File: src/rtl/conv_2d_pipe.sv
// conv_2d_pipe: pipelined KxK signed convolution with double-buffered coefficients, rounding, saturation and post-op
module conv_2d_pipe #(
  parameter int K          = 3,
  parameter int NB_DATA    = 8,
  parameter int NBF_DATA   = 7,
  parameter int NB_COEFF   = 8,
  parameter int NBF_COEFF  = 7,
  parameter int NB_OUTPUT  = 8,
  parameter int NBF_OUTPUT = 7
) (
  input  logic                         clk,
  input  logic                         i_rst,
  input  logic                         i_valid,
  output logic                         o_ready,
  input  logic [K*K*NB_DATA-1:0]       i_data,
  input  logic [1:0]                   i_mode,
  input  logic                         i_coef_we,
  input  logic [$clog2(K*K)-1:0]       i_coef_addr,
  input  logic [NB_COEFF-1:0]          i_coef_data,
  input  logic                         i_coef_commit,
  output logic                         o_valid,
  input  logic                         i_ready,
  output logic [NB_OUTPUT-1:0]         o_pixel,
  output logic                         o_sat
);
  localparam int T        = K * K;
  localparam int NB_PROD  = NB_DATA + NB_COEFF;
  localparam int NBF_PROD = NBF_DATA + NBF_COEFF;
  localparam int NB_ROW   = NB_PROD + $clog2(K);
  localparam int NB_ADD   = NB_PROD + $clog2(T);
  localparam int NB_POST  = NB_ADD + 1;
  localparam int NB_RND   = NB_ADD + 2;
  localparam int SH       = NBF_PROD - NBF_OUTPUT;
  localparam logic signed [NB_RND-1:0] RND   = {{(NB_RND-1){1'b0}}, 1'b1} << (SH - 1);
  localparam logic signed [NB_RND-1:0] MAX_O = NB_RND'($signed({1'b0, {(NB_OUTPUT-1){1'b1}}}));
  localparam logic signed [NB_RND-1:0] MIN_O = NB_RND'($signed({1'b1, {(NB_OUTPUT-1){1'b0}}}));

  logic signed [NB_COEFF-1:0] shadow_q [T];
  logic signed [NB_COEFF-1:0] shadow_d [T];
  logic signed [NB_COEFF-1:0] active_q [T];
  logic signed [NB_COEFF-1:0] active_d [T];
  logic signed [NB_PROD-1:0]  prod_q [T];
  logic signed [NB_PROD-1:0]  prod_d [T];
  logic signed [NB_ROW-1:0]   row_q [K];
  logic signed [NB_ROW-1:0]   row_d [K];
  logic                       v1_q, v1_d, v2_q, v2_d;
  logic [1:0]                 mode1_q, mode1_d, mode2_q, mode2_d;
  logic                       o_valid_q, o_valid_d, o_sat_q, o_sat_d;
  logic [NB_OUTPUT-1:0]       o_pixel_q, o_pixel_d;
  logic signed [NB_ADD-1:0]   sum;
  logic signed [NB_POST-1:0]  post;
  logic signed [NB_RND-1:0]   rnd;
  logic                       en;

  assign en      = i_ready;
  assign o_ready = i_ready;
  assign o_valid = o_valid_q;
  assign o_pixel = o_pixel_q;
  assign o_sat   = o_sat_q;

  // commit copies the pre-write shadow, so a same-cycle write lands in shadow only
  always_comb begin
    shadow_d = shadow_q;
    if (i_coef_we && int'(i_coef_addr) < T) shadow_d[i_coef_addr] = i_coef_data;
    active_d = active_q;
    if (i_coef_commit) active_d = shadow_q;
  end

  always_comb begin
    v1_d    = en ? i_valid : v1_q;
    mode1_d = en ? i_mode : mode1_q;
    for (int t = 0; t < T; t++)
      prod_d[t] = en ? NB_PROD'($signed(i_data[(T-1-t)*NB_DATA +: NB_DATA])) * NB_PROD'(active_q[t])
                     : prod_q[t];
  end

  always_comb begin
    v2_d    = en ? v1_q : v2_q;
    mode2_d = en ? mode1_q : mode2_q;
    for (int r = 0; r < K; r++) begin
      row_d[r] = '0;
      for (int c = 0; c < K; c++) row_d[r] = row_d[r] + NB_ROW'(prod_q[r*K+c]);
      if (!en) row_d[r] = row_q[r];
    end
  end

  // post-op is widened by one bit so |most negative| stays representable
  always_comb begin
    sum = '0;
    for (int r = 0; r < K; r++) sum = sum + NB_ADD'(row_q[r]);
    post = NB_POST'(sum);
    if (mode2_q == 2'd1 && sum[NB_ADD-1]) post = '0;
    if (mode2_q == 2'd2 && sum[NB_ADD-1]) post = -post;
    rnd       = (NB_RND'(post) + RND) >>> SH;
    o_valid_d = en ? v2_q : o_valid_q;
    o_sat_d   = en ? (rnd > MAX_O || rnd < MIN_O) : o_sat_q;
    o_pixel_d = en ? (rnd > MAX_O ? MAX_O[NB_OUTPUT-1:0] :
                      rnd < MIN_O ? MIN_O[NB_OUTPUT-1:0] : rnd[NB_OUTPUT-1:0]) : o_pixel_q;
  end

  always_ff @(posedge clk) begin
    if (i_rst) begin
      shadow_q  <= '{default: '0};
      active_q  <= '{default: '0};
      prod_q    <= '{default: '0};
      row_q     <= '{default: '0};
      v1_q      <= 1'b0;
      v2_q      <= 1'b0;
      mode1_q   <= 2'd0;
      mode2_q   <= 2'd0;
      o_valid_q <= 1'b0;
      o_sat_q   <= 1'b0;
      o_pixel_q <= '0;
    end else begin
      shadow_q  <= shadow_d;
      active_q  <= active_d;
      prod_q    <= prod_d;
      row_q     <= row_d;
      v1_q      <= v1_d;
      v2_q      <= v2_d;
      mode1_q   <= mode1_d;
      mode2_q   <= mode2_d;
      o_valid_q <= o_valid_d;
      o_sat_q   <= o_sat_d;
      o_pixel_q <= o_pixel_d;
    end
  end
endmodule

File: config.mk
export PLATFORM = sky130hd
export DESIGN_NAME = conv_2d_pipe
export DESIGN_NICKNAME = d
export VERILOG_FILES = /design/src/rtl/conv_2d_pipe.sv
export SDC_FILE = /design/constraint.sdc
export NUM_CORES = 2
export LEC_CHECK = 0
export BUFFER_PORTS_ARGS = -buffer_cell sky130_fd_sc_hd__buf_4
export CORE_ASPECT_RATIO = 0.9
export CORE_MARGIN = 2
export CORE_UTILIZATION = 30
export CTS_BUF_LIST = sky130_fd_sc_hd__clkbuf_8
export CTS_CLUSTER_DIAMETER = 60
export DETAILED_ROUTE_END_ITERATION = 6
export GPL_ROUTABILITY_DRIVEN = 0
export RECOVER_POWER = 100
export SYNTH_ARGS = -nofsm -noshare
export SYNTH_HDL_FRONTEND = slang
export SYNTH_SLANG_ARGS = --single-unit
File: constraint.sdc
create_clock -name clk -period 9.2 [get_ports clk]
set_input_delay 2.76 -clock clk [delete_from_list [all_inputs] [get_ports clk]]
set_output_delay 2.76 -clock clk [all_outputs]
set_load 0.02 [all_outputs]
==> metrics <==
GRT overflow 0; post-CTS setup repair buffer count 0; total die area 133,000 sq um; Logic pwr share 14.5%; Initial Util 30.2%; clk root buf clkbuf_8; row cnt 125; vias per cell 4.61; Rel. slew slack -169%; outcome finished with violations; Final Non-Filler Cells 6,051; hold depth 2; worst endpoint required time 9.68 ns; Switching Share 30.1%; Slew Limit Fails 601; core area 129,000 sq um; final setup fails 0; Seq cells post-synth 358; die width 384 microns; DR pass1 iterations 5; CTS Hold Bufs 0; Post-synth EDFFs 0; CP max-delay cell clkbuf_2; crit-path cells buf_8 > clkbuf_2 > clkbuf_2 > o22ai_1; RSZ-0062 raised after global routing false; max cap viols 7; CP startpoint kind input port; GRT Overall Usage 14.7%; area leader, netlist fa_1; die height 346 microns; register area share after synthesis 18.4%; Yosys top cell area share 29.0%; CTS tree built; critical path's most frequent cell clkbuf_2; Commonest cells post-synth inv_1, fa_1, nor2_1, dfxtp_1, and2_1; crit path buf inv count 3; clock power share 41.5%; Power Total 3670 uW; DR vias 27,900; Inst Count DP 5,937; Final min period 7.43 ns; Setup CP Type input port to register; worst hold path type register to register; vias in the first global route 28,800; CTS buffer count 67; sw power 1100 uW; YS warnings 0; largest stage delay on the critical path 2.64 ns; peak supply drop 0.0697 mV; CP top delay family buffers and inverters; top sig layer met5; CTS max path bufs 3; DRT met1 WL 45,900 microns; final period utilization 80.8%; Mean Syn Cell Area 9.19 sq um; Layout area overhead 9.44%; largest net degree at the start of global routing 174; WL met3 3240 microns; Skew-Pair Late Insertion Delay 0.68 ns; Crit. End Element register; ratio of cells with drive above 1 in the final layout 4.91%; post-cts resize count 0; Reg clk slew, reported paths 0.06 ns; Power Density 86.1 nW/um^2; drc violations 0; violated checks max-capacitance violations, max-slew violations; Worst EP arrival 7.92 ns; Final Util 33.1%; instance count on the critical path 4; drt first-iter violations 1,334; met2 WL 44,400 microns; Max Clock Freq 0.135 GHz; Synth async-reset ratio 0%; placed inst area 41,500 sq um; initial antenna violation count 6; io pins 103; Mapped Nets 5,228; DRT Wirelength 95,300 microns; Num Clock Sinks 358; placed wire-length estimate 76,100 microns; DR WL/cell 15.8 microns; cell internal pwr 2570 uW; cells on worst reg2reg path 20; Top FF cell, synth dfxtp_1; first-pass GRT wire length 157,000 microns; Slew @ Worst Pin 4.03 ns; Sequential Power Share 44.0%; P_leak 0.0195 uW; Final Hold Viols 0; IO buf count 102; Post-Synthesis Cell Area 39,000 sq um; antenna-violating nets left 0; cells after synthesis 4,243; CTS H-tree depth 3; post-synth cell types 82; Area contributors post-synth fa_1, dfxtp_1, ha_1, inv_1, mux2i_1; post-layout instance area 42,700 sq um; top-count cell post-synth inv_1; final net count 5,277; Fin Setup TNS 0 ns; critical-path maximum fanout 173; Worst Skew 0.0313 ns
## worst register-to-register path: cells and delay by family (launching register included)
kind	cells	cell delay [ns]
XOR/XNOR	1	0.17
AO/OA/AOI/OAI	5	2.15
buffers and inverters	3	0.15
flip-flops	1	0.32
AND/OR/NAND/NOR	8	2.32
adder cells (fa/ha/maj)	3	1.10
## flip-flops by register name (all words and copies together) (netlist names)
name	flops
active_q	72
mode1_q	2
mode2_q	2
o_pixel	8
o_sat	1
o_valid	1
prod_q	144
row_q	54
shadow_q	72
v1_q	1
v2_q	1
## through the flow
stage / worst slack [ns] / hold WS, ns
after floorplan: 2.28 / 0.441
after global placement: 1.77 / 0.453
after detailed placement: 1.81 / 0.454
after CTS: 2.52 / 0.464
after global routing: 1.29 / 0.490
final: 1.77 / 0.461
## area by class of cell
class	count	area (sq um)
Clock buffer	76	1050
Antenna cell	1	2.50
Tap cell	1714	2140
Inverter	689	2590
Timing Repair Buffer	112	754
Multi-Input combinational cell	3064	28700
Clock inverter	37	246
Sequential cell	358	7170
Fill cell	13400	86400
## final timing paths
check | start | to | slack, ns
worst min-delay path | prod_q[112] | prod_q[112] | 0.46
worst max register to register | row_q[12] | o_pixel[6] | 2.80
worst min register to register | prod_q[112] | prod_q[112] | 0.46
worst max-delay path | i_rst | row_q[12] | 1.77
## power by group through the flow
| stage | Clock (uW) | Sequential, uW | Combinational, uW |
|---|---|---|---|
| after global routing | 1650 | 1620 | 592 |
| after CTS | 1580 | 1620 | 546 |
| final | 1520 | 1610 | 534 |
| after global placement | 0 | 1650 | 538 |
| after floorplan | 0 | 1640 | 342 |
| after detailed placement | 0 | 1650 | 544 |
## metal layers
layer	vias up	track usage, %
li1	13600	-
met5	-	0
met2	353	23.9
met1	13800	20.6
met4	10	3.51
met3	109	2.03
## cells in the final DEF, fill, tap and decap left out, drive strengths merged, types with 18 or more instances in the layout
cell type	n
a21boi	22
o31a	18
xnor2	134
buf	85
a21oi	172
o21ai	94
ha	328
nand2b	73
nor2	405
xor2	27
o21bai	25
mux2i	220
nand2	251
nand3b	18
fa	565
nor3	48
inv	708
clkbuf	103
nand3	35
nor3b	19
dfxtp	358
nor2b	38
a21o	38
a211oi	36
and2	335
## logic make-up after synthesis
group,count (synthesis),share of synthesized area (%)
flip-flops,358,18.4
buffers and inverters,821,7.93
AND/OR/NAND/NOR,1287,16.5
multiplexers,220,5.65
XOR/XNOR,161,3.66
AO/OA/AOI/OAI,502,8.29
adder cells (fa/ha/maj),894,39.6
Power figures use the tool's default switching activity.
